==> config.mk <==
export PLATFORM = sky130hd
export DESIGN_NAME = jpeg_line_buffer_ctrl
export DESIGN_NICKNAME = d
export VERILOG_FILES = /design/src/rtl/jpeg_line_buffer_ctrl.sv
export SDC_FILE = /design/constraint.sdc
export NUM_CORES = 1
export LEC_CHECK = 0
export CAP_MARGIN = 20
export CORE_ASPECT_RATIO = 1.75
export CORE_MARGIN = 1.5
export CORE_UTILIZATION = 44
export CTS_CLUSTER_SIZE = 30
export DETAILED_ROUTE_END_ITERATION = 8
export PLACE_DENSITY = 0.8
export RECOVER_POWER = 25
export SYNTH_ARGS = -nofsm -noshare
export SYNTH_HDL_FRONTEND = slang
export SYNTH_SLANG_ARGS = --single-unit
==> constraint.sdc <==
create_clock -name clk -period 3.7 [get_ports clk]
set_clock_uncertainty 0.2 [all_clocks]
set_input_delay 1.11 -clock clk [delete_from_list [all_inputs] [get_ports clk]]
set_output_delay 1.11 -clock clk [all_outputs]
set_load 0.005 [all_outputs]
==> src/rtl/jpeg_line_buffer_ctrl.sv <==
// -----------------------------------------------------------------------------
// jpeg_line_buffer_ctrl
//
// Ping-pong strip controller for the 64-bit x 2880-word dual-port EBR line
// buffer of the JPEG encoder. The write side fills one 8-line bank with
// raster-order pixel words. The read side drains the other bank in 8x8-block
// column order towards the DCT. Each bank runs its own
// EMPTY -> FILLING -> FULL -> DRAINING life cycle. Because of that cycle, the
// writer and the reader never own the same bank at the same time.
//
// Optional feature (macro LB_FLUSH_EN):
//   Adds the flush_i pulse. A FILLING bank holding k complete lines
//   (1 <= k < 8) is closed at once. The reader then repeats line k-1 for
//   rows k..7, which gives bottom edge padding. Any partial line is dropped.
//   When the macro is undefined, a bank closes only after STRIP_LINES lines.
//
// Ports
//   clk, resetn         single clock (EBR clocks tie to it), async active-low reset
//   frame_start_i       latches cfg_wpl_i, clears pointers; only when both banks EMPTY
//   cfg_wpl_i   [7:0]   words per line (0 -> 1, clamped to MAX_WPL)
//   flush_i             (LB_FLUSH_EN only) close the filling bank early
//   in_valid_i/in_ready_o/in_data_i[63:0]       raster pixel words, byte 0 leftmost
//   out_valid_o/out_ready_i/out_data_o[63:0]    block-column-order words to DCT
//   out_row_last_o      word is row 7 of its 8x8 block
//   out_strip_last_o    word is the final word of the bank
//   ram_wr_en_o, ram_ben_o[7:0], ram_wr_addr_o[11:0], ram_wr_data_o[63:0]
//   ram_rd_en_o, ram_rd_addr_o[11:0], ram_rd_data_i[63:0] (1-cycle latency)
//   bank_full_o [1:0]   per-bank FULL/DRAINING status
// -----------------------------------------------------------------------------
module jpeg_line_buffer_ctrl #(
  parameter int BANK_WORDS  = 1440,
  parameter int STRIP_LINES = 8,
  parameter int MAX_WPL     = 180
) (
  input  logic        clk,
  input  logic        resetn,
  input  logic        frame_start_i,
  input  logic [7:0]  cfg_wpl_i,
`ifdef LB_FLUSH_EN
  input  logic        flush_i,
`endif
  input  logic        in_valid_i,
  output logic        in_ready_o,
  input  logic [63:0] in_data_i,
  output logic        out_valid_o,
  input  logic        out_ready_i,
  output logic [63:0] out_data_o,
  output logic        out_row_last_o,
  output logic        out_strip_last_o,
  output logic        ram_wr_en_o,
  output logic [7:0]  ram_ben_o,
  output logic [11:0] ram_wr_addr_o,
  output logic [63:0] ram_wr_data_o,
  output logic        ram_rd_en_o,
  output logic [11:0] ram_rd_addr_o,
  input  logic [63:0] ram_rd_data_i,
  output logic [1:0]  bank_full_o
);

  localparam int RW = $clog2(STRIP_LINES);      // row / line index width
  localparam int LW = $clog2(STRIP_LINES + 1);  // line count width (1..8)
  localparam logic [11:0] BANK1_BASE = 12'(BANK_WORDS);

  typedef enum logic [1:0] {
    BANK_EMPTY,
    BANK_FILLING,
    BANK_FULL,
    BANK_DRAINING
  } bank_state_e;

  function automatic logic [11:0] bank_base(input logic b);
    return b ? BANK1_BASE : 12'd0;
  endfunction

  // ---------------------------------------------------------------------------
  // State
  // ---------------------------------------------------------------------------
  bank_state_e       bank_state_q [2];
  logic [LW-1:0]     bank_lines_q [2];   // valid lines held by each bank
  logic              cfg_valid_q;
  logic [7:0]        wpl_q;
  logic              wr_bank_q, rd_bank_q;

  logic [7:0]        wr_col_q;
  logic [RW-1:0]     wr_line_q;
  logic [11:0]       wr_addr_q;

  logic [7:0]        rd_col_q;
  logic [RW-1:0]     rd_row_q;
  logic [11:0]       rd_addr_q;          // address of the next word to issue
  logic [11:0]       rd_col_addr_q;      // base + current column
  logic [LW-1:0]     rd_lines_q;
  logic              rd_issue_done_q;

  logic              inflight_q, inflight_rl_q, inflight_sl_q;
  logic [63:0]       fifo_data_q [2];
  logic              fifo_rl_q   [2];
  logic              fifo_sl_q   [2];
  logic              fifo_wr_ptr_q, fifo_rd_ptr_q;
  logic [1:0]        fifo_cnt_q;

  // ---------------------------------------------------------------------------
  // Combinational control
  // ---------------------------------------------------------------------------
  logic [7:0] cfg_wpl_eff;
  logic       frame_ok, flush_req, flush_hit;
  logic       wr_fire, wr_line_end, wr_strip_end;
  logic       pop, rd_active, rd_row_last, rd_strip_last, rd_row_step;
  logic [1:0] occ;

  assign cfg_wpl_eff = (cfg_wpl_i == 8'd0)          ? 8'd1 :
                       (cfg_wpl_i > 8'(MAX_WPL))    ? 8'(MAX_WPL) : cfg_wpl_i;

  assign frame_ok = frame_start_i &&
                    (bank_state_q[0] == BANK_EMPTY) && (bank_state_q[1] == BANK_EMPTY);

`ifdef LB_FLUSH_EN
  assign flush_req = flush_i;
`else
  assign flush_req = 1'b0;
`endif

  // A flush with no complete line leaves the bank filling.
  assign flush_hit = flush_req && (bank_state_q[wr_bank_q] == BANK_FILLING) &&
                     (wr_line_q != '0);

  // Input is held off during the cycle when frame_start or flush changes the
  // pointers, so that no word can land on a stale address.
  assign in_ready_o = cfg_valid_q && !frame_ok && !flush_req &&
                      ((bank_state_q[wr_bank_q] == BANK_EMPTY) ||
                       (bank_state_q[wr_bank_q] == BANK_FILLING));

  assign wr_fire      = in_valid_i && in_ready_o;
  assign wr_line_end  = (wr_col_q == wpl_q - 8'd1);
  assign wr_strip_end = wr_line_end && (wr_line_q == RW'(STRIP_LINES - 1));

  assign out_valid_o = (fifo_cnt_q != 2'd0);
  assign pop         = out_valid_o && out_ready_i;

  // Count the FIFO slot that frees up this cycle. Without it, the reader would
  // stall every other cycle while the sink takes a word per clock.
  assign occ         = fifo_cnt_q + {1'b0, inflight_q} - {1'b0, pop};
  assign rd_active   = (bank_state_q[rd_bank_q] == BANK_DRAINING) && !rd_issue_done_q;
  assign ram_rd_en_o = rd_active && (occ < 2'd2);

  assign rd_row_last   = (rd_row_q == RW'(STRIP_LINES - 1));
  assign rd_strip_last = rd_row_last && (rd_col_q == wpl_q - 8'd1);
  // Rows past the last valid line hold the address, which replicates that line.
  assign rd_row_step   = (LW'(rd_row_q) + LW'(1)) < rd_lines_q;

  // ---------------------------------------------------------------------------
  // Outputs
  // ---------------------------------------------------------------------------
  assign ram_wr_en_o      = wr_fire;
  assign ram_ben_o        = 8'hFF;
  assign ram_wr_addr_o    = wr_addr_q;
  assign ram_wr_data_o    = wr_fire ? in_data_i : 64'd0;
  assign ram_rd_addr_o    = rd_addr_q;
  assign out_data_o       = out_valid_o ? fifo_data_q[fifo_rd_ptr_q] : 64'd0;
  assign out_row_last_o   = out_valid_o && fifo_rl_q[fifo_rd_ptr_q];
  assign out_strip_last_o = out_valid_o && fifo_sl_q[fifo_rd_ptr_q];

  always_comb begin
    for (int b = 0; b < 2; b++) begin
      bank_full_o[b] = (bank_state_q[b] == BANK_FULL) ||
                       (bank_state_q[b] == BANK_DRAINING);
    end
  end

  // ---------------------------------------------------------------------------
  // Bank FSMs, write pointer and read address sequencer.
  // The write side changes a bank only while that bank is EMPTY/FILLING, and
  // the read side only while it is FULL/DRAINING. So both sides can update
  // bank_state_q in the same cycle and never collide on one bank.
  // ---------------------------------------------------------------------------
  always_ff @(posedge clk or negedge resetn) begin
    if (!resetn) begin
      bank_state_q[0] <= BANK_EMPTY;
      bank_state_q[1] <= BANK_EMPTY;
      bank_lines_q[0] <= LW'(STRIP_LINES);
      bank_lines_q[1] <= LW'(STRIP_LINES);
      cfg_valid_q     <= 1'b0;
      wpl_q           <= 8'd1;
      wr_bank_q       <= 1'b0;
      rd_bank_q       <= 1'b0;
      wr_col_q        <= '0;
      wr_line_q       <= '0;
      wr_addr_q       <= '0;
      rd_col_q        <= '0;
      rd_row_q        <= '0;
      rd_addr_q       <= '0;
      rd_col_addr_q   <= '0;
      rd_lines_q      <= LW'(STRIP_LINES);
      rd_issue_done_q <= 1'b0;
    end else begin
      // ---- write side ----
      if (frame_ok) begin
        cfg_valid_q <= 1'b1;
        wpl_q       <= cfg_wpl_eff;
        wr_bank_q   <= 1'b0;
        rd_bank_q   <= 1'b0;
        wr_col_q    <= '0;
        wr_line_q   <= '0;
        wr_addr_q   <= '0;
      end else if (flush_hit) begin
        bank_state_q[wr_bank_q] <= BANK_FULL;
        bank_lines_q[wr_bank_q] <= LW'(wr_line_q);
        wr_bank_q               <= ~wr_bank_q;
        wr_col_q                <= '0;
        wr_line_q               <= '0;
        wr_addr_q               <= bank_base(~wr_bank_q);
      end else if (wr_fire) begin
        if (bank_state_q[wr_bank_q] == BANK_EMPTY) begin
          bank_state_q[wr_bank_q] <= BANK_FILLING;
        end
        if (wr_strip_end) begin
          bank_state_q[wr_bank_q] <= BANK_FULL;
          bank_lines_q[wr_bank_q] <= LW'(STRIP_LINES);
          wr_bank_q               <= ~wr_bank_q;
          wr_col_q                <= '0;
          wr_line_q               <= '0;
          wr_addr_q               <= bank_base(~wr_bank_q);
        end else if (wr_line_end) begin
          // Raster order is contiguous inside a bank, so the address just counts.
          wr_col_q  <= '0;
          wr_line_q <= wr_line_q + RW'(1);
          wr_addr_q <= wr_addr_q + 12'd1;
        end else begin
          wr_col_q  <= wr_col_q + 8'd1;
          wr_addr_q <= wr_addr_q + 12'd1;
        end
      end

      // ---- read side ----
      if (bank_state_q[rd_bank_q] == BANK_FULL) begin
        bank_state_q[rd_bank_q] <= BANK_DRAINING;
        rd_col_q        <= '0;
        rd_row_q        <= '0;
        rd_addr_q       <= bank_base(rd_bank_q);
        rd_col_addr_q   <= bank_base(rd_bank_q);
        rd_lines_q      <= bank_lines_q[rd_bank_q];
        rd_issue_done_q <= 1'b0;
      end else if (bank_state_q[rd_bank_q] == BANK_DRAINING) begin
        if (ram_rd_en_o) begin
          if (rd_row_last) begin
            // Next column: address restarts at base + col + 1. This avoids a
            // multiplier.
            rd_row_q      <= '0;
            rd_col_q      <= rd_col_q + 8'd1;
            rd_col_addr_q <= rd_col_addr_q + 12'd1;
            rd_addr_q     <= rd_col_addr_q + 12'd1;
            if (rd_strip_last) begin
              rd_issue_done_q <= 1'b1;
            end
          end else begin
            rd_row_q <= rd_row_q + RW'(1);
            if (rd_row_step) begin
              rd_addr_q <= rd_addr_q + {4'd0, wpl_q};
            end
          end
        end
        if (pop && out_strip_last_o) begin
          bank_state_q[rd_bank_q] <= BANK_EMPTY;
          rd_bank_q               <= ~rd_bank_q;
        end
      end
    end
  end

  // ---------------------------------------------------------------------------
  // Output skid FIFO control. Reset discards the read in flight and the
  // queued words.
  // ---------------------------------------------------------------------------
  always_ff @(posedge clk or negedge resetn) begin
    if (!resetn) begin
      inflight_q    <= 1'b0;
      inflight_rl_q <= 1'b0;
      inflight_sl_q <= 1'b0;
      fifo_wr_ptr_q <= 1'b0;
      fifo_rd_ptr_q <= 1'b0;
      fifo_cnt_q    <= 2'd0;
    end else begin
      inflight_q    <= ram_rd_en_o;
      inflight_rl_q <= rd_row_last;
      inflight_sl_q <= rd_strip_last;
      if (inflight_q) begin
        fifo_wr_ptr_q <= ~fifo_wr_ptr_q;
      end
      if (pop) begin
        fifo_rd_ptr_q <= ~fifo_rd_ptr_q;
      end
      fifo_cnt_q <= occ;
    end
  end

  // NOTE: the FIFO storage has no reset. fifo_cnt_q decides which entries are
  // valid, and the outputs are gated by out_valid_o.
  always_ff @(posedge clk) begin
    if (inflight_q) begin
      fifo_data_q[fifo_wr_ptr_q] <= ram_rd_data_i;
      fifo_rl_q[fifo_wr_ptr_q]   <= inflight_rl_q;
      fifo_sl_q[fifo_wr_ptr_q]   <= inflight_sl_q;
    end
  end

endmodule

-- Word level (Yosys, flattened, before mapping)
Memories as Yosys holds them, arrays and structs flattened.
Index checks and enable logic that the tools add are counted.
W data, S select, Z words.
- add/subtract/negate cells: 11
- magnitude comparators: 7
- equality and inequality tests: 11
- muxes and demuxes: 72
- bitwise gates (word level): 19
- reductions and logical operators: 40
- operator list (cell ; number):
    $mux W12 ; 12
    $mux W64 ; 2
    $mux W8 ; 10
    $mux W4 ; 13
    $add A12 B1 Y12 const B ; 2
    $mux W3 ; 8
    $mux W11 ; 2
    $add A8 B1 Y8 const B ; 2
    $eq A8 B8 Y1 ; 2
    $mux W2 ; 8
    $logic_and A1 B1 Y1 ; 15
    $mux W1 ; 14
    $reduce_bool A2 Y1 ; 7
    $add A12 B8 Y12 ; 1
    $eq A2 B2 Y1 const B ; 6
    $reduce_and A3 Y1 ; 3
    $gt A8 B8 Y1 const B ; 1
    $logic_not A8 Y1 ; 1
    $sub A8 B1 Y8 const B ; 1
    $add A3 B1 Y3 const B ; 2
    $and A6 B6 Y6 ; 1
    $eq A3 B3 Y1 const B ; 2
    $logic_not A2 Y1 ; 3
    $not A6 Y6 ; 1
    23 further kinds ; 41
- flip-flop bits (word level): 93
- bits in writable memories: 132
- bits of input ports: 141
- output and inout bits: 168
- logic and storage cells: 186
- memories kept: 3
- memories (memory ; words ; width ; read ports ; clocked after memory_dff ; wr ports ; RTL line ; source):
    fifo_data_q ; 2 ; 64 ; 1 ; 0 ; 1 ; 96 ; logic [63:0] fifo_data_q [2];
    fifo_rl_q ; 2 ; 1 ; 1 ; 0 ; 1 ; 97 ; logic fifo_rl_q [2];
    fifo_sl_q ; 2 ; 1 ; 1 ; 0 ; 1 ; 98 ; logic fifo_sl_q [2];

-- Logic depth before layout (Yosys ltp)
Gate-level depths: netlist of run 1.
- word-level depth: 18
- mapped depth: 15
- depth with buffers taken out: 14

-- Least setup slack after synthesis of run 1
Ideal clock, no wire load.
- kind: reg2reg
- start: reg fifo_wr_ptr_q
- end: mem fifo_data_q[0][0], enable pin
- setup time: 0.498 ns
- arrival: 3.335 ns
- required time: 3.002 ns
- path slack: -0.333 ns
- cell stages (with the launch flop): 2
- path buffers: 0
- period minus slack after synthesis: 4.033 ns
- cells stage by stage: dfrtp_1 nor2b_1
- RTL lines (what ; RTL line ; source):
    start: declaration ; 99 ; logic fifo_wr_ptr_q, fifo_rd_ptr_q;
    start signal: assignment ; 287 ; fifo_wr_ptr_q <= ~fifo_wr_ptr_q;
    end: declaration ; 96 ;
Straight into the memory's write port.

-- Final worst setup path of run 1
- start: in out_ready_i
- end: out ram_rd_en_o
- longest elaborated chain between the ends: 4
- RTL lines (what ; RTL line ; source):
    start: declaration ; 46 ; input logic out_ready_i,
    $logic_and A1 B1 Y1 ; 138 ; assign pop = out_valid_o && out_ready_i;
    via pop ; 108 ; logic pop, rd_active, rd_row_last, rd_strip_last, rd_row_step;
    $sub A2 B1 Y2 ; 142 ; assign occ = fifo_cnt_q + {1'b0, inflight_q} - {1'b0, pop};
    via occ[1] ; 109 ; logic [1:0] occ;
    $lt A2 B2 Y1 ; 144 ; assign ram_rd_en_o = rd_active && (occ < 2'd2);
    $logic_and A1 B1 Y1 ; 144 ;
    end: declaration ; 54 ; output logic ram_rd_en_o,
The timed path passes the listed nets, and every way through them passes these cells.

==> run summary, run 1 <==
=========================================================================================
Synthesized cell area                                                           10800 um2
Maximum capacitance violations                                                          0
Final slew viol count                                                                   0
Average detailed-routed wire length per instance                                  17.4 um
Setup repair after global routing missed its margin                                   yes
Area inside the core boundary                                                   24100 um2
Post-Syn Area per Cell                                                           11.7 um2
Proportion of register bits with asynchronous set or reset after synthesis          0.413
Minimum clock period                                                              3.75 ns
Largest net degree at the start of global routing                                      67
Share of post-route cells with drive strength above 1                               0.109
Largest cells by area after synthesis                                        sky130_fd_sc_hd__edfxtp_1 37%, sky130_fd_sc_hd__dfrtp_1 21%, sky130_fd_sc_hd__mux2i_1 6.7%, sky130_fd_sc_hd__and2_1 4.4%, sky130_fd_sc_hd__nor2_1 3.7%
Nets                                                                                 1416
Power density over the cells                                                   439 nW/um2
Pre-Repair DR Iteration Count                                                           4
Footprint of the multi-input gates                                               4320 um2
Synth cell types                                                                       69
Number of sinks handled by clock tree synthesis                                       225
Largest buffer count on any clock path                                                  3
Share of the clock period used by the worst path                                     1.01
Hold Fails Final Rpt                                                                    0
Critical path capture point                                                   ram_rd_en_o
Largest voltage drop on the vdd net                                                297 uV
DRT iter0 DRCs                                                                        368
Placer Congestion                                                                   0.933
Final setup violation count                                                             1
Leakage power total                                                            0.00649 uW
Transition time at the pin with the least slew margin                             1.32 ns
Count of fill cells added during filler insertion                                    1870
Vias                                                                                 8251
Failing checks                                                               negative setup slack
Starting utilization of the core area                                               0.449
Category of the critical setup timing path                                         in2out
CTS Root Cell                                                                sky130_fd_sc_hd__clkbuf_16
Die width                                                                          122 um
Crit. End Element                                                            primary output
Number of warning messages in the yosys log                                             0
Worst setup slack for register-to-register paths                                  0.13 ns
Post-detail-place hpwl                                                           20000 um
Number of synthesized register bits                                                   225
Top post-synthesis cells by count                                            132 x sky130_fd_sc_hd__edfxtp_1, 108 x sky130_fd_sc_hd__nor2_1, 89 x sky130_fd_sc_hd__dfrtp_1, 76 x sky130_fd_sc_hd__and2_1, 73 x sky130_fd_sc_hd__mux2i_1
Worst slew margin relative to its limit                                             0.121
Placement Setup Slack                                                           -0.784 ns
Area growth from synthesis to layout                                                39.4%
Die area                                                                        25600 um2
Kind of launch point of the worst setup path                                   input port
Vias in the first global route                                                       8499
Classification of the worst-slack hold path                                       reg2reg
Post-route worst setup slack                                                   -0.0488 ns
Most used DFF post-synth                                                     sky130_fd_sc_hd__edfxtp_1
Run status                                                                   finished, violations left
Insertion delay of the later-clocked pin in the worst-skew pair                   0.50 ns
CTS tree                                                                             done
Top cell type by total area after synthesis                                  sky130_fd_sc_hd__edfxtp_1
Post-route DRC                                                                          0
All-layer global routing usage                                                      0.209
Depth of the most critical reg-to-reg path                                             23
Post-layout total power                                                           6630 uW
H-Tree Level Count                                                                      1
Num rows                                                                               75
Number of antenna violations at the first check in global routing                       3
Routed wire length                                                               27400 um
Maximum achievable frequency                                                      267 MHz
Area fraction of the dominant cell type after synthesis                             0.366
CTS clk-pin slew, worst paths                                                     0.07 ns
Worst R2R End                                                                bank_state_q[0]$_DFF_PN0_
CP startpoint                                                                 out_ready_i
Data arrival time of the critical path                                            2.44 ns
Sum of overflow across all layers after global routing                                  0
Number of buffer cells added on primary ports                                         300
Required @ worst endpoint                                                         2.39 ns
Floorplan die height                                                               211 um
Share of synthesized area occupied by flip-flops and latches                        0.581
Avg Vias per Cell                                                                    5.24
I/O pin count                                                                         309
Count of mapped cells out of synthesis                                                925
First-pass GRT wire length                                                       41800 um
Dominant cell by count in the synthesized netlist                            sky130_fd_sc_hd__edfxtp_1
Routed Antenna Nets                                                                     0
Maximum fanout encountered on the critical timing path                                  2
Core utilization of the finished layout                                             0.626
Total area of sequential cells                                                   6300 um2
Launching point of the worst reg2reg path                                    fifo_cnt_q[1]$_DFF_PN0_
TritonCTS Buffers                                                                      20
Count of flip-flops with a built-in enable after synthesis                            132
=========================================================================================
## power by group
part / switching (uW) / leakage [uW] / total, uW / internal (uW)
combinational: 782 / 0.00378 / 1870 / 1090
sequential: 24.2 / 0.00241 / 2700 / 2680
clock: 877 / 0.000302 / 2050 / 1180
## layout by cell type, fill, tap and decap left out, types with 6 or more instances in the layout
| master | n |
|---|---|
| sky130_fd_sc_hd__clkdlybuf4s50_1 | 202 |
| sky130_fd_sc_hd__edfxtp_1 | 132 |
| sky130_fd_sc_hd__nor2_1 | 107 |
| sky130_fd_sc_hd__dfrtp_1 | 88 |
| sky130_fd_sc_hd__and2_1 | 75 |
| sky130_fd_sc_hd__mux2i_1 | 73 |
| sky130_fd_sc_hd__nand2_1 | 64 |
| sky130_fd_sc_hd__dlygate4sd2_1 | 45 |
| sky130_fd_sc_hd__buf_4 | 38 |
| sky130_fd_sc_hd__o21ai_0 | 37 |
| sky130_fd_sc_hd__xor2_1 | 33 |
| sky130_fd_sc_hd__dlygate4sd3_1 | 28 |
| sky130_fd_sc_hd__a21oi_1 | 27 |
| sky130_fd_sc_hd__xnor2_1 | 23 |
| sky130_fd_sc_hd__clkbuf_16 | 21 |
| sky130_fd_sc_hd__nand3_1 | 20 |
| sky130_fd_sc_hd__ha_1 | 20 |
| sky130_fd_sc_hd__buf_2 | 20 |
| sky130_fd_sc_hd__and3_1 | 19 |
| sky130_fd_sc_hd__inv_1 | 18 |
| sky130_fd_sc_hd__nand4_1 | 8 |
| sky130_fd_sc_hd__nand2b_1 | 8 |
| sky130_fd_sc_hd__conb_1 | 8 |
| sky130_fd_sc_hd__nor2b_1 | 7 |
| sky130_fd_sc_hd__a31oi_1 | 7 |
| sky130_fd_sc_hd__a22oi_1 | 6 |
| sky130_fd_sc_hd__buf_12 | 6 |
## metal layers
| metal | global-route usage | vias to the layer above | wire, um |
|---|---|---|---|
| li1 | - | 3890 | - |
| met1 | 0.204 | 3979 | 9180 |
| met2 | 0.410 | 330 | 15300 |
| met3 | 0.0381 | 52 | 1800 |
| met4 | 0.101 | 0 | 1160 |
| met5 | 0 | - | 0 |
## flip-flops by register name (all words and copies together), names as in the netlist, 2 cells and up
name / flops
rd_col_q: 8
fifo_cnt_q: 2
bank_state_q: 4
fifo_data_q: 128
fifo_sl_q: 2
wr_col_q: 8
bank_lines_q: 8
rd_lines_q: 4
fifo_rl_q: 2
rd_col_addr_q: 12
ram_rd_addr_o: 12
ram_wr_addr_o: 12
rd_row_q: 3
wr_line_q: 3
wpl_q: 8
## worst min-delay path by stage
stage / from / endpoint / slack, ns / cells past startpoint
final: inflight_rl_q$_DFF_PN0_ / fifo_rl_q[1]$_DFFE_PP_ / 0.26 / 0
after global routing: inflight_rl_q$_DFF_PN0_ / fifo_rl_q[1]$_DFFE_PP_ / 0.28 / 0
after CTS: inflight_rl_q$_DFF_PN0_ / fifo_rl_q[1]$_DFFE_PP_ / 0.26 / 0
after detailed placement: inflight_rl_q$_DFF_PN0_ / fifo_rl_q[1]$_DFFE_PP_ / 0.24 / 0
after global placement: inflight_rl_q$_DFF_PN0_ / fifo_rl_q[1]$_DFFE_PP_ / 0.22 / 0
after floorplan: inflight_rl_q$_DFF_PN0_ / fifo_rl_q[0]$_DFFE_PP_ / 0.22 / 0
## final cells by class
class	instances	share of cell area
diodes	3	0.000497
clock buffers	24	0.0355
clock inverters	10	0.00687
inverters	21	0.00605
multi-input cells	634	0.286
flip-flops and latches	225	0.417
well taps	308	0.0255
repair buffers	350	0.222
## critical path, stage by stage
cell,delay [ns]
sky130_fd_sc_hd__buf_6,0.10
sky130_fd_sc_hd__nand2_4,0.07
sky130_fd_sc_hd__inv_2,0.04
sky130_fd_sc_hd__ha_4,0.23
sky130_fd_sc_hd__inv_2,0.06
sky130_fd_sc_hd__ha_4,0.13
sky130_fd_sc_hd__xor3_2,0.31
sky130_fd_sc_hd__a211oi_4,0.21
sky130_fd_sc_hd__buf_2,0.17
## stage by stage
stage	std cells	hold slack [ns]	TNS, ns	instance area, um2
final	1575	0.257	-0.0488	15100
after global routing	1575	0.276	-0.0931	15100
after CTS	1571	0.257	-0.0661	15100
after detailed placement	1515	0.237	-29.85	14300
after global placement	1515	0.223	-27.20	14300
after floorplan	932	0.220	0	10900
## cell families after synthesis
logic type / share of synthesized area
AOI/OAI and AO/OA: 0.0718
xor gates and xnor gates: 0.0538
adders and majority gates: 0.0273
buffers and inverters: 0.0299
DFF: 0.581
muxes: 0.0709
other: 0.000346
and+or+nand+nor: 0.165
## repair_timing
action | 4_1_cts | 5_1_grt
hold buffers | 0 | 0
endpoints found under the hold margin | 0 | 0
resized for setup | 151 | 7
endpoints found under the setup margin | 66 | 3
gates cloned | 3 | 0
buffers inserted | 20 | 1
pin swaps | 3 | 3
No activity file was read; power rests on OpenSTA's default activity.
==> run 2: changes to the inputs <==
CAP_MARGIN = 10   (was 20)
CORE_UTILIZATION = 48   (was 44)
PLACE_DENSITY = 0.82   (was 0.8)
clock period = 3.8 ns   (was 3.7 ns; I/O delays follow)
==> run 2 against run 1 <==
Effect of this change:
- utilization rose by 5.8 points
- register-to-register slack improved by 0.60 ns
- clock power rose by 4%
- critical path depth did not move
- sequential cell count did not move
- the run still ends with negative setup slack left
==> run summary, run 2 (synthesis gave the netlist of run 1 again) <==
================================================================================
Run status                                                          finished, violations left   unchanged
Failing checks                                                      negative setup slack   unchanged
Ant. Diodes                                                                    0   was 3
Switch Pwr                                                               1660 uW   was 1680 uW
Share of the clock period used by the worst path                            1.00
CTS Root Cell                                                       sky130_fd_sc_hd__clkbuf_16   unchanged
Number of flip-flops in the largest register                                 128   unchanged
Maximum achievable frequency                                             263 MHz
Setup repair after global routing missed its margin                          yes   unchanged
Post-route DRC                                                                 0   unchanged
Kind of cell with the highest combined delay on the critical path    adder cells   was buffers and inverters
Highest-count cells in the layout ignoring fill and taps            230 x sky130_fd_sc_hd__clkdlybuf4s50_1, 132 x sky130_fd_sc_hd__edfxtp_1, 107 x sky130_fd_sc_hd__nor2_1   was 202 x sky130_fd_sc_hd__clkdlybuf4s50_1, 132 x sky130_fd_sc_hd__edfxtp_1, 107 x sky130_fd_sc_hd__nor2_1
Final slew viol count                                                          0   unchanged
Required @ worst endpoint                                                2.46 ns   was 2.39 ns
Share of post-route cells with drive strength above 1                      0.144   was 0.109
Post-detail-place hpwl                                                  19500 um   was 20000 um
Number of antenna violations at the first check in global routing              0   was 3
Sum of overflow across all layers after global routing                         0   unchanged
Nets                                                                        1410   was 1416
Avg Vias per Cell                                                           5.27   was 5.24
Maximum capacitance violations                                                 0   unchanged
Switching part of the total                                                0.255   was 0.254
Largest buffer count on any clock path                                         3   unchanged
Kind of launch point of the worst setup path                          input port   unchanged
Vias                                                                        8198   was 8251
Cell-internal power                                                      4850 uW   was 4940 uW
Power density over the cells                                          429 nW/um2   was 439 nW/um2
List of cells traversed by the critical path                        buf_6 > nand2_4 > inv_4 > ha_4 > inv_2 > ha_4 > xor3_2 > a211oi_4 > buf_2   was buf_6 > nand2_4 > inv_2 > ha_4 > inv_2 > ha_4 > xor3_2 > a211oi_4 > buf_2
Average detailed-routed wire length per instance                         18.0 um   was 17.4 um
Number of sinks handled by clock tree synthesis                              225   unchanged
Transition time at the pin with the least slew margin                    1.32 ns   about the same
Cell mode on critical path                                          sky130_fd_sc_hd__ha_4
Crit. End Element                                                   primary output   unchanged
Area inside the core boundary                                          22200 um2   was 24100 um2
CTS clk-pin slew, worst paths                                            0.07 ns   about the same
Largest net degree at the start of global routing                             67   unchanged
Slowest stage cell on the critical path                             sky130_fd_sc_hd__a211oi_4   was sky130_fd_sc_hd__xor3_2
DRT iter0 DRCs                                                               436   was 368
Final setup violation count                                                    1   unchanged
Leading cell type in the layout, fill and taps excluded             sky130_fd_sc_hd__clkdlybuf4s50_1   unchanged
TritonCTS Buffers                                                             21   was 20
Floorplan die height                                                      202 um   was 211 um
Minimum clock period                                                     3.81 ns
Starting utilization of the core area                                      0.489   was 0.449
Die width                                                                 117 um   was 122 um
H-Tree Level Count                                                             1   unchanged
Vias in the first global route                                              8269   was 8499
Largest voltage drop on the vdd net                                       302 uV   was 297 uV
First-pass GRT wire length                                              43500 um   was 41800 um
Post-route worst setup slack                                         -0.00666 ns   was -0.0488 ns
Routed Antenna Nets                                                            0   unchanged
Share of power burned in registers                                         0.414   was 0.408
Non-filler cells in the finished layout                                     1557   was 1575
Routed wire length                                                      28000 um   was 27400 um
CTS tree                                                                    done   unchanged
Buffers plus inverters on the worst setup path                                 4   unchanged
Pre-Repair DR Iteration Count                                                  4   unchanged
I/O pin count                                                                309   unchanged
Leakage power total                                                   0.00643 uW   was 0.00649 uW
Slowest stage delay, CP                                                  0.27 ns   was 0.31 ns
All-layer global routing usage                                             0.236   was 0.209
Core utilization of the finished layout                                    0.684   was 0.626
Die area                                                               23500 um2   was 25600 um2
Classification of the worst-slack hold path                              reg2reg   unchanged
Category of the critical setup timing path                                in2out   unchanged
Most flop-heavy register                                             fifo_data_q   unchanged
Worst slew margin relative to its limit                                    0.118   was 0.121
Area growth from synthesis to layout                                       40.0%   was 39.4%
Insertion delay of the later-clocked pin in the worst-skew pair          0.50 ns   about the same
Number of buffer cells added on primary ports                                300   unchanged
Data arrival time of the critical path                                   2.47 ns   was 2.44 ns
Clock network fraction of total power                                      0.329   was 0.310
Hold Fails Final Rpt                                                           0   unchanged
Post-cts hold buffer count                                                     0   unchanged
Placer Congestion                                                          0.856   was 0.933
Number of instances in the placed design                                    1505   was 1515
Part of the total power dissipated in combinational logic                  0.258   was 0.282
Maximum fanout encountered on the critical timing path                         2   unchanged
Num rows                                                                      72   was 75
================================================================================
[run 2: final cells by class]
cell class | count | area, um2
sequential | 225 | 6300
clock inverter | 17 | 176
tap | 296 | 370
clock buffer | 21 | 526
fill | 1667 | 7000
timing repair buffer | 343 | 3350
multi-input combinational | 634 | 4350
inverter | 21 | 93.8
[run 2: metrics by stage]
step	total power, uW	setup slack, ns	hold slack [ns]	setup TNS, ns	cell area, um2
final	6510	-0.00666	0.248	-0.00666	15200
after global routing	6790	-0.0378	0.254	-0.379	15200
after CTS	6580	-0.209	0.243	-0.590	15200
after detailed placement	4410	-0.787	0.229	-30.99	14300
after global placement	4380	-0.779	0.222	-28.46	14300
after floorplan	3400	0.146	0.220	0	10900
[run 2: final timing paths]
check | startpoint | endpoint | slack (ns) | cells past startpoint
min in group asynchronous | resetn | ram_rd_addr_o[6]$_DFFE_PN0P_ | 0.72 | 1
max | out_ready_i | ram_rd_en_o | -0.007 | 9
min reg2reg | inflight_rl_q$_DFF_PN0_ | fifo_rl_q[1]$_DFFE_PP_ | 0.25 | 0
min | inflight_rl_q$_DFF_PN0_ | fifo_rl_q[1]$_DFFE_PP_ | 0.25 | 0
max reg2reg | wpl_q[0]$_DFFE_PN1P_ | ram_wr_addr_o[3]$_DFFE_PN0P_ | 0.73 | 9
max in group asynchronous | resetn | fifo_rd_ptr_q$_DFFE_PN0P_ | 1.71 | 1
[run 2: power groups by stage]
stage               sequential (uW)  combinational [uW]  clock, uW
finish                         2690                1680       2140
global route                   2700                1820       2270
CTS                            2690                1690       2190
detailed placement             2750                1660          0
global placement               2740                1630          0
floorplan                      2660                 738          0
[run 2: repair_timing]
item,CTS,global route
endpoints found under the setup margin,66,66
setup buffers,7,0
pin swaps,5,2
resized for setup,228,41
gates cloned,8,0
[run 2: routing by layer]
| metal | global-route usage | part of all wire |
|---|---|---|
| met4 | 0.0762 | 0.026 |
| met2 | 0.446 | 0.55 |
| met3 | 0.0416 | 0.064 |
| met5 | 0 | 0 |
| met1 | 0.262 | 0.36 |
==> run 3: changes to the inputs <==
CORE_MARGIN = 5   (was 1.5)
TNS_END_PERCENT = 30   (was not set)
==> run 3 against run 2 <==
Effect of this change:
- total power grew 0.67%
- highest routed layer unchanged
- critical path depth is the same
- die area up 9.7%
- critical path type unchanged
- sequential cell count is the same
- sequential share of layout area is 0.26 points higher
- the flow now finishes without violations
- final area is 0.63% lower
- sequential power about the same
- utilization shrank 0.43 points
==> run summary, run 3 (synthesis gave the netlist of run 1 again) <==
================================================================================
Run status                                                          complete, no violations   was finished, violations left
Starting utilization of the core area                                      0.489   unchanged
Placement Setup Slack                                                   -1.01 ns   was -0.787 ns
Minimum clock period                                                     3.78 ns   was 3.81 ns
Switching part of the total                                                0.250   was 0.255
Final setup violation count                                                    0   was 1
Routed Antenna Nets                                                            0   unchanged
TritonCTS Buffers                                                             21   unchanged
Classification of the worst-slack hold path                              reg2reg   unchanged
Most flop-heavy register                                             fifo_data_q   unchanged
Pre-Repair DR Iteration Count                                                  7   was 4
Die area                                                               25800 um2   was 23500 um2
Kind of launch point of the worst setup path                          input port   unchanged
Leading cell type in the layout, fill and taps excluded             sky130_fd_sc_hd__clkdlybuf4s50_1   unchanged
Number of antenna violations at the first check in global routing              3   was 0
Required @ worst endpoint                                                2.46 ns   about the same
Kind of cell with the highest combined delay on the critical path   buffers and inverters   was adder cells
Number of buffer cells added on primary ports                                300   unchanged
Slowest stage cell on the critical path                             sky130_fd_sc_hd__xor3_2   was sky130_fd_sc_hd__a211oi_4
Maximum achievable frequency                                             265 MHz   was 263 MHz
Crit. End Element                                                   primary output   unchanged
Post-route worst setup slack                                           0.0239 ns   was -0.00666 ns
Maximum fanout encountered on the critical timing path                         2   unchanged
Share of the clock period used by the worst path                           0.994   was 1.00
Setup repair after global routing missed its margin                          yes   unchanged
Worst setup slack for register-to-register paths                         0.85 ns   was 0.73 ns
Area inside the core boundary                                          22200 um2   unchanged
Floorplan die height                                                      209 um   was 202 um
Core utilization of the finished layout                                    0.680   was 0.684
Number of instances in the placed design                                    1504   was 1505
Final slew viol count                                                          0   unchanged
CTS Root Cell                                                       sky130_fd_sc_hd__clkbuf_16   unchanged
Highest-count cells in the layout ignoring fill and taps            182 x sky130_fd_sc_hd__clkdlybuf4s50_1, 132 x sky130_fd_sc_hd__edfxtp_1, 107 x sky130_fd_sc_hd__nor2_1   was 230 x sky130_fd_sc_hd__clkdlybuf4s50_1, 132 x sky130_fd_sc_hd__edfxtp_1, 107 x sky130_fd_sc_hd__nor2_1
Leakage power total                                                   0.00638 uW   was 0.00643 uW
Footprint of the multi-input gates                                      4300 um2   was 4350 um2
Switch Pwr                                                               1640 uW   was 1660 uW
Num rows                                                                      72   unchanged
Category of the critical setup timing path                                in2out   unchanged
Hold Fails Final Rpt                                                           0   unchanged
Total area of sequential cells                                          6300 um2   unchanged
Non-filler cells in the finished layout                                     1556   was 1557
Post-detail-place hpwl                                                  20200 um   was 19500 um
Largest voltage drop on the vdd net                                       439 uV   was 302 uV
DRT iter0 DRCs                                                               550   was 436
Cell-internal power                                                      4910 uW   was 4850 uW
H-Tree Level Count                                                             1   unchanged
Placement-stage cell area                                              14300 um2   about the same
Post-cts hold buffer count                                                     0   unchanged
CTS clk-pin slew, worst paths                                            0.06 ns   was 0.07 ns
Area growth from synthesis to layout                                       39.1%   was 40.0%
Share of power burned in registers                                         0.408   was 0.414
Average detailed-routed wire length per instance                         18.3 um   was 18.0 um
Largest buffer count on any clock path                                         3   unchanged
Maximum capacitance violations                                                 0   unchanged
Largest net degree at the start of global routing                             67   unchanged
Data arrival time of the critical path                                   2.44 ns   was 2.47 ns
I/O pin count                                                                309   unchanged
Fin Hold WS                                                             0.241 ns   was 0.248 ns
Routed wire length                                                      28400 um   was 28000 um
Sum of overflow across all layers after global routing                         0   unchanged
Buffers plus inverters on the worst setup path                                 4   unchanged
Die width                                                                 124 um   was 117 um
Post-route DRC                                                                 0   unchanged
All-layer global routing usage                                             0.217   was 0.236
Avg Vias per Cell                                                           5.23   was 5.27
Number of flip-flops in the largest register                                 128   unchanged
Final non-filler cell area                                             15100 um2   was 15200 um2
Insertion delay of the later-clocked pin in the worst-skew pair          0.50 ns   about the same
Clock network fraction of total power                                      0.333   was 0.329
Vias                                                                        8134   was 8198
First-pass GRT wire length                                              44500 um   was 43500 um
Count of fill cells added during filler insertion                           1637   was 1667
Number of sinks handled by clock tree synthesis                              225   unchanged
Slowest stage delay, CP                                                  0.28 ns   was 0.27 ns
Worst slew margin relative to its limit                                    0.110   was 0.118
Vias in the first global route                                              8465   was 8269
CTS tree                                                                    done   unchanged
Nets                                                                        1406   was 1410
Share of post-route cells with drive strength above 1                      0.119   was 0.144
Transition time at the pin with the least slew margin                    1.34 ns   was 1.32 ns
List of cells traversed by the critical path                        buf_6 > nand2_2 > inv_2 > ha_4 > inv_2 > ha_4 > xor3_2 > a211oi_4 > buf_2   was buf_6 > nand2_4 > inv_4 > ha_4 > inv_2 > ha_4 > xor3_2 > a211oi_4 > buf_2
Part of the total power dissipated in combinational logic                  0.259   was 0.258
Placer Congestion                                                          0.841   was 0.856
Power density over the cells                                          435 nW/um2   was 429 nW/um2
================================================================================
-- run 3: area by class of cell --
type / count / area share
diodes: 3 / 0.000498
flip-flops and latches: 225 / 0.418
well taps: 296 / 0.0246
repair buffers: 339 / 0.218
clock inverters: 15 / 0.0121
inverters: 21 / 0.00606
multi-input cells: 634 / 0.286
clock buffers: 23 / 0.0354
-- run 3: timing repair --
item | CTS | global route
endpoints found under the hold margin | 0 | 0
buffers inserted | 5 | 0
endpoints found under the setup margin | 66 | 51
pin swaps | 4 | 0
resized for setup | 168 | 35
cloned | 6 | 0
-- run 3: stage by stage --
step | TNS (ns) | power (uW)
2_1_floorplan | -0.0626 | 3400
3_3_place_gp | -36.41 | 4400
3_5_place_dp | -38.66 | 4430
4_1_cts | -0.0826 | 6670
5_1_grt | -0.0344 | 6830
6_report | 0 | 6550
-- run 3: worst reg2reg max path, delay by kind of cell (launching register included) --
family | cells | cell delay [ns]
AOI/OAI and AO/OA | 3 | 0.76
DFF | 1 | 0.64
and+or+nand+nor | 2 | 0.49
xor gates and xnor gates | 2 | 0.48
adders and majority gates | 1 | 0.22
buffers and inverters | 1 | 0.08
-- run 3: path summary, 6_finish.rpt --
kind / end / depth (start not counted) / startpoint
min in group asynchronous: rd_col_addr_q[11]$_DFFE_PN0P_ / 1 / resetn
worst min register to register: fifo_rl_q[0]$_DFFE_PP_ / 0 / inflight_rl_q$_DFF_PN0_
max in group asynchronous: fifo_rd_ptr_q$_DFFE_PN0P_ / 1 / resetn
worst max register to register: ram_wr_addr_o[7]$_DFFE_PN0P_ / 9 / wpl_q[0]$_DFFE_PN1P_
worst min-delay path: fifo_rl_q[0]$_DFFE_PP_ / 0 / inflight_rl_q$_DFF_PN0_
worst max-delay path: ram_rd_en_o / 9 / out_ready_i
-- run 3: metal layers --
layer | GRT usage | vias to the layer above | wire [um]
li1 | - | 3871 | -
met4 | 0.0738 | 0 | 767
met3 | 0.0422 | 50 | 2010
met5 | 0 | - | 0
met1 | 0.242 | 3917 | 10300
met2 | 0.403 | 296 | 15300
-- run 3: power groups by stage --
stage / Sequential, uW / Clock, uW / Combinational, uW
after floorplan: 2660 / 0 / 734
after global placement: 2720 / 0 / 1680
after detailed placement: 2720 / 0 / 1710
after CTS: 2670 / 2250 / 1740
after global routing: 2670 / 2330 / 1830
final: 2670 / 2180 / 1700
==> edit (settings of run 3) <==
Set the parameter `BANK_WORDS` to 720 (it was 1440).
--- a/src/rtl/jpeg_line_buffer_ctrl.sv
+++ b/src/rtl/jpeg_line_buffer_ctrl.sv
@@ -29,5 +29,5 @@
 // -----------------------------------------------------------------------------
 module jpeg_line_buffer_ctrl #(
-  parameter int BANK_WORDS  = 1440,
+  parameter int BANK_WORDS  = 720,
   parameter int STRIP_LINES = 8,
   parameter int MAX_WPL     = 180
Check against the original RTL: no difference found for any inputs over 4 cycles, from zero or initial values and one cycle with resetn low; that may be too few to reach the edited logic, so the function may still have changed.
==> edit against run 3 <==
  * The flow now finishes with violations (capacitance limit, slew limit, setup timing)
  * Worst setup slack got worse by 0.24 ns
  * First-iteration DRC count rose by 0.73%
  * Synthesized cell count rose by 2.6%
  * Design area rose by 2.7%
  * Area after synthesis rose by 0.16%
  * Utilization rose by 1.8 points
  * Sequential share of layout area fell by 1.1 points
  * Wire length rose by 9.3%
  * Sequential cell count did not move
  * Total power rose by 5.0%
  * Combinational power rose by 19%
==> edit: results (changes against run 3) <==
[status]
outcome=complete, but fails checks
failed_checks=capacitance limit, slew limit, setup timing

[yosys]
seq_area_frac_synth_pct=58.0  ; -0.094 points
ys_types=59  ; -14%
synth_edf_count=132  ; unchanged
synthArstFlopShare_pct=41.3  ; unchanged
synth-main-ff-cell=edfxtp_1
yosys-top-cells-count=edfxtp_1, nor2_1, dfrtp_1
synth_warnings=0  ; unchanged
synth_area_um2=10900  ; +0.16%
synth_area_leaders=edfxtp_1, dfrtp_1, mux2i_1

[detailed_routing]
drtIter0Drc=554  ; +0.73%
viasPerCell=5.48  ; +4.9%
routedWlPerCell_um=19.5  ; +6.6%
drt_first_pass_iters=5  ; -2

[timing]
slew_violations=45  ; +45
worstMarginPinSlew_ns=2.57  ; +1.24 ns
setup_viol=64  ; +64
hold_violations=0  ; unchanged
whs_ns=0.262  ; +0.0213 ns
worst_slack_ns=-0.213  ; -0.237 ns

[placed_design]
dp_hpwl_um=21400  ; +6.3%
portBuffers=300  ; unchanged
gp_congestion=0.873  ; +3.8%

[global_route]
grt_antenna_before_repair=4  ; +1
grtUsageMet2_pct=42.9  ; +2.6 points
grtUsageTotal_pct=23.1  ; +1.4 points
grt_pass1_wl_um=47200  ; +6.0%
use_met1_pct=24.3  ; +0.15 points
grt_pass1_vias=9049  ; +6.9%
grt_start_max_net_pins=67  ; unchanged
grt_util_met3_pct=5.01  ; +0.78 points

[setup_path]
cpMaxStageDelayCell=or4_4
cp_max_fo=6  ; +4
arrival_ns=2.67  ; +0.23 ns
crit_path_max_incr_delay_ns=0.63  ; +0.35 ns
crit_family=simple AND/OR/NAND/NOR gates
ff2ff_path_depth=9  ; unchanged
r2r_slack_ns=0.69  ; -0.16 ns

[final_layout]
largest_register_ffs=128  ; unchanged
finish.net_count=1444  ; +2.7%
drive_above_1_share_pct=17.2  ; +5.3 points
top_register=fifo_data_q
fill_cells=1574  ; -3.8%

[power_and_ir_drop]
p_leak_nw=6.57  ; +2.9%
peakVddDrop_mv=0.322  ; -27%

[hold_path]
hold_class=flop to flop
hold_depth=0  ; unchanged

[clock_network]
clk_latency_ns=0.50  ; about the same
cts_root_buf=clkbuf_16
clkTransAtPathRegs_ns=0.06  ; about the same
cts_buffers=21  ; unchanged
clock_path_buffers=3  ; unchanged
cts-htree-levels=1  ; unchanged

[flow_run]
max-cap-violations=1  ; +1

edit: changes by cell type after synthesis, sizes merged, moves of 10 or more:
cell	before	now
nand3	20	34
xor2	33	23
and2	77	5
xnor2	23	33
and3	19	86
clkbuf	28	49
edit: area by class of cell:
| type | count | area share, % |
|---|---|---|
| sequential | 225 | 40.7 |
| multi-input combinational | 648 | 28.3 |
| timing repair buffer | 368 | 23.7 |
| clock buffer | 23 | 3.51 |
| tap | 296 | 2.39 |
| clock inverter | 15 | 0.930 |
| inverter | 16 | 0.388 |
| antenna | 5 | 0.0809 |
edit: stage by stage:
| stage | cells | TNS, ns | instance area (µm²) | worst slack [ns] | util, % |
|---|---|---|---|---|---|
| finish | 1596 | -4.24 | 15500 | -0.213 | 69.8 |
| global route | 1594 | -6.02 | 15500 | -0.227 | 69.8 |
| CTS | 1577 | -8.72 | 15400 | -0.280 | 69.5 |
| detailed placement | 1523 | -45.23 | 14300 | -0.715 | 64.7 |
| global placement | 1523 | -43.31 | 14300 | -0.724 | 64.7 |
| floorplan | 956 | 0 | 10900 | 0.117 | - |
edit: path summary, 6_finish.rpt:
check / startpoint / endpoint
setup / recovery: frame_start_i / ram_wr_data_o[25]
hold / removal: inflight_rl_q$_DFF_PN0_ / fifo_rl_q[1]$_DFFE_PP_
setup reg to reg: wpl_q[1]$_DFFE_PN0P_ / wr_bank_q$_DFFE_PN0P_
hold reg to reg: inflight_rl_q$_DFF_PN0_ / fifo_rl_q[1]$_DFFE_PP_
max in group asynchronous: resetn / fifo_rd_ptr_q$_DFFE_PN0P_
min in group asynchronous: resetn / rd_col_addr_q[2]$_DFFE_PN0P_
edit: kinds of logic after synthesis:
group | count (synthesis) | share of synthesized area (%)
muxes | 71 | 6.55
AOI/OAI and AO/OA | 121 | 6.80
xor gates and xnor gates | 60 | 5.37
DFF | 225 | 58.0
and+or+nand+nor | 365 | 17.2
adders and majority gates | 23 | 2.72
buffers and inverters | 83 | 3.32
other | 1 | 0.0346
edit: routing by layer:
metal	wire length, µm	up-vias
met4	1440	0
met1	10300	4247
met2	16700	372
met5	0	-
met3	2570	74
li1	-	4058
edit: where the power goes:
group	total [mW]	internal (mW)	switching, mW
clock	2.11	1.18	0.922
sequential	2.75	2.64	0.110
combinational	2.02	1.18	0.840
edit: what timing repair did:
item / CTS / global route
endpoints found under the hold margin: 0 / 0
pin swaps: 4 / 9
endpoints found under the setup margin: 67 / 56
cloned: 9 / 3
buffers inserted: 7 / 12
gates resized for setup: 144 / 123
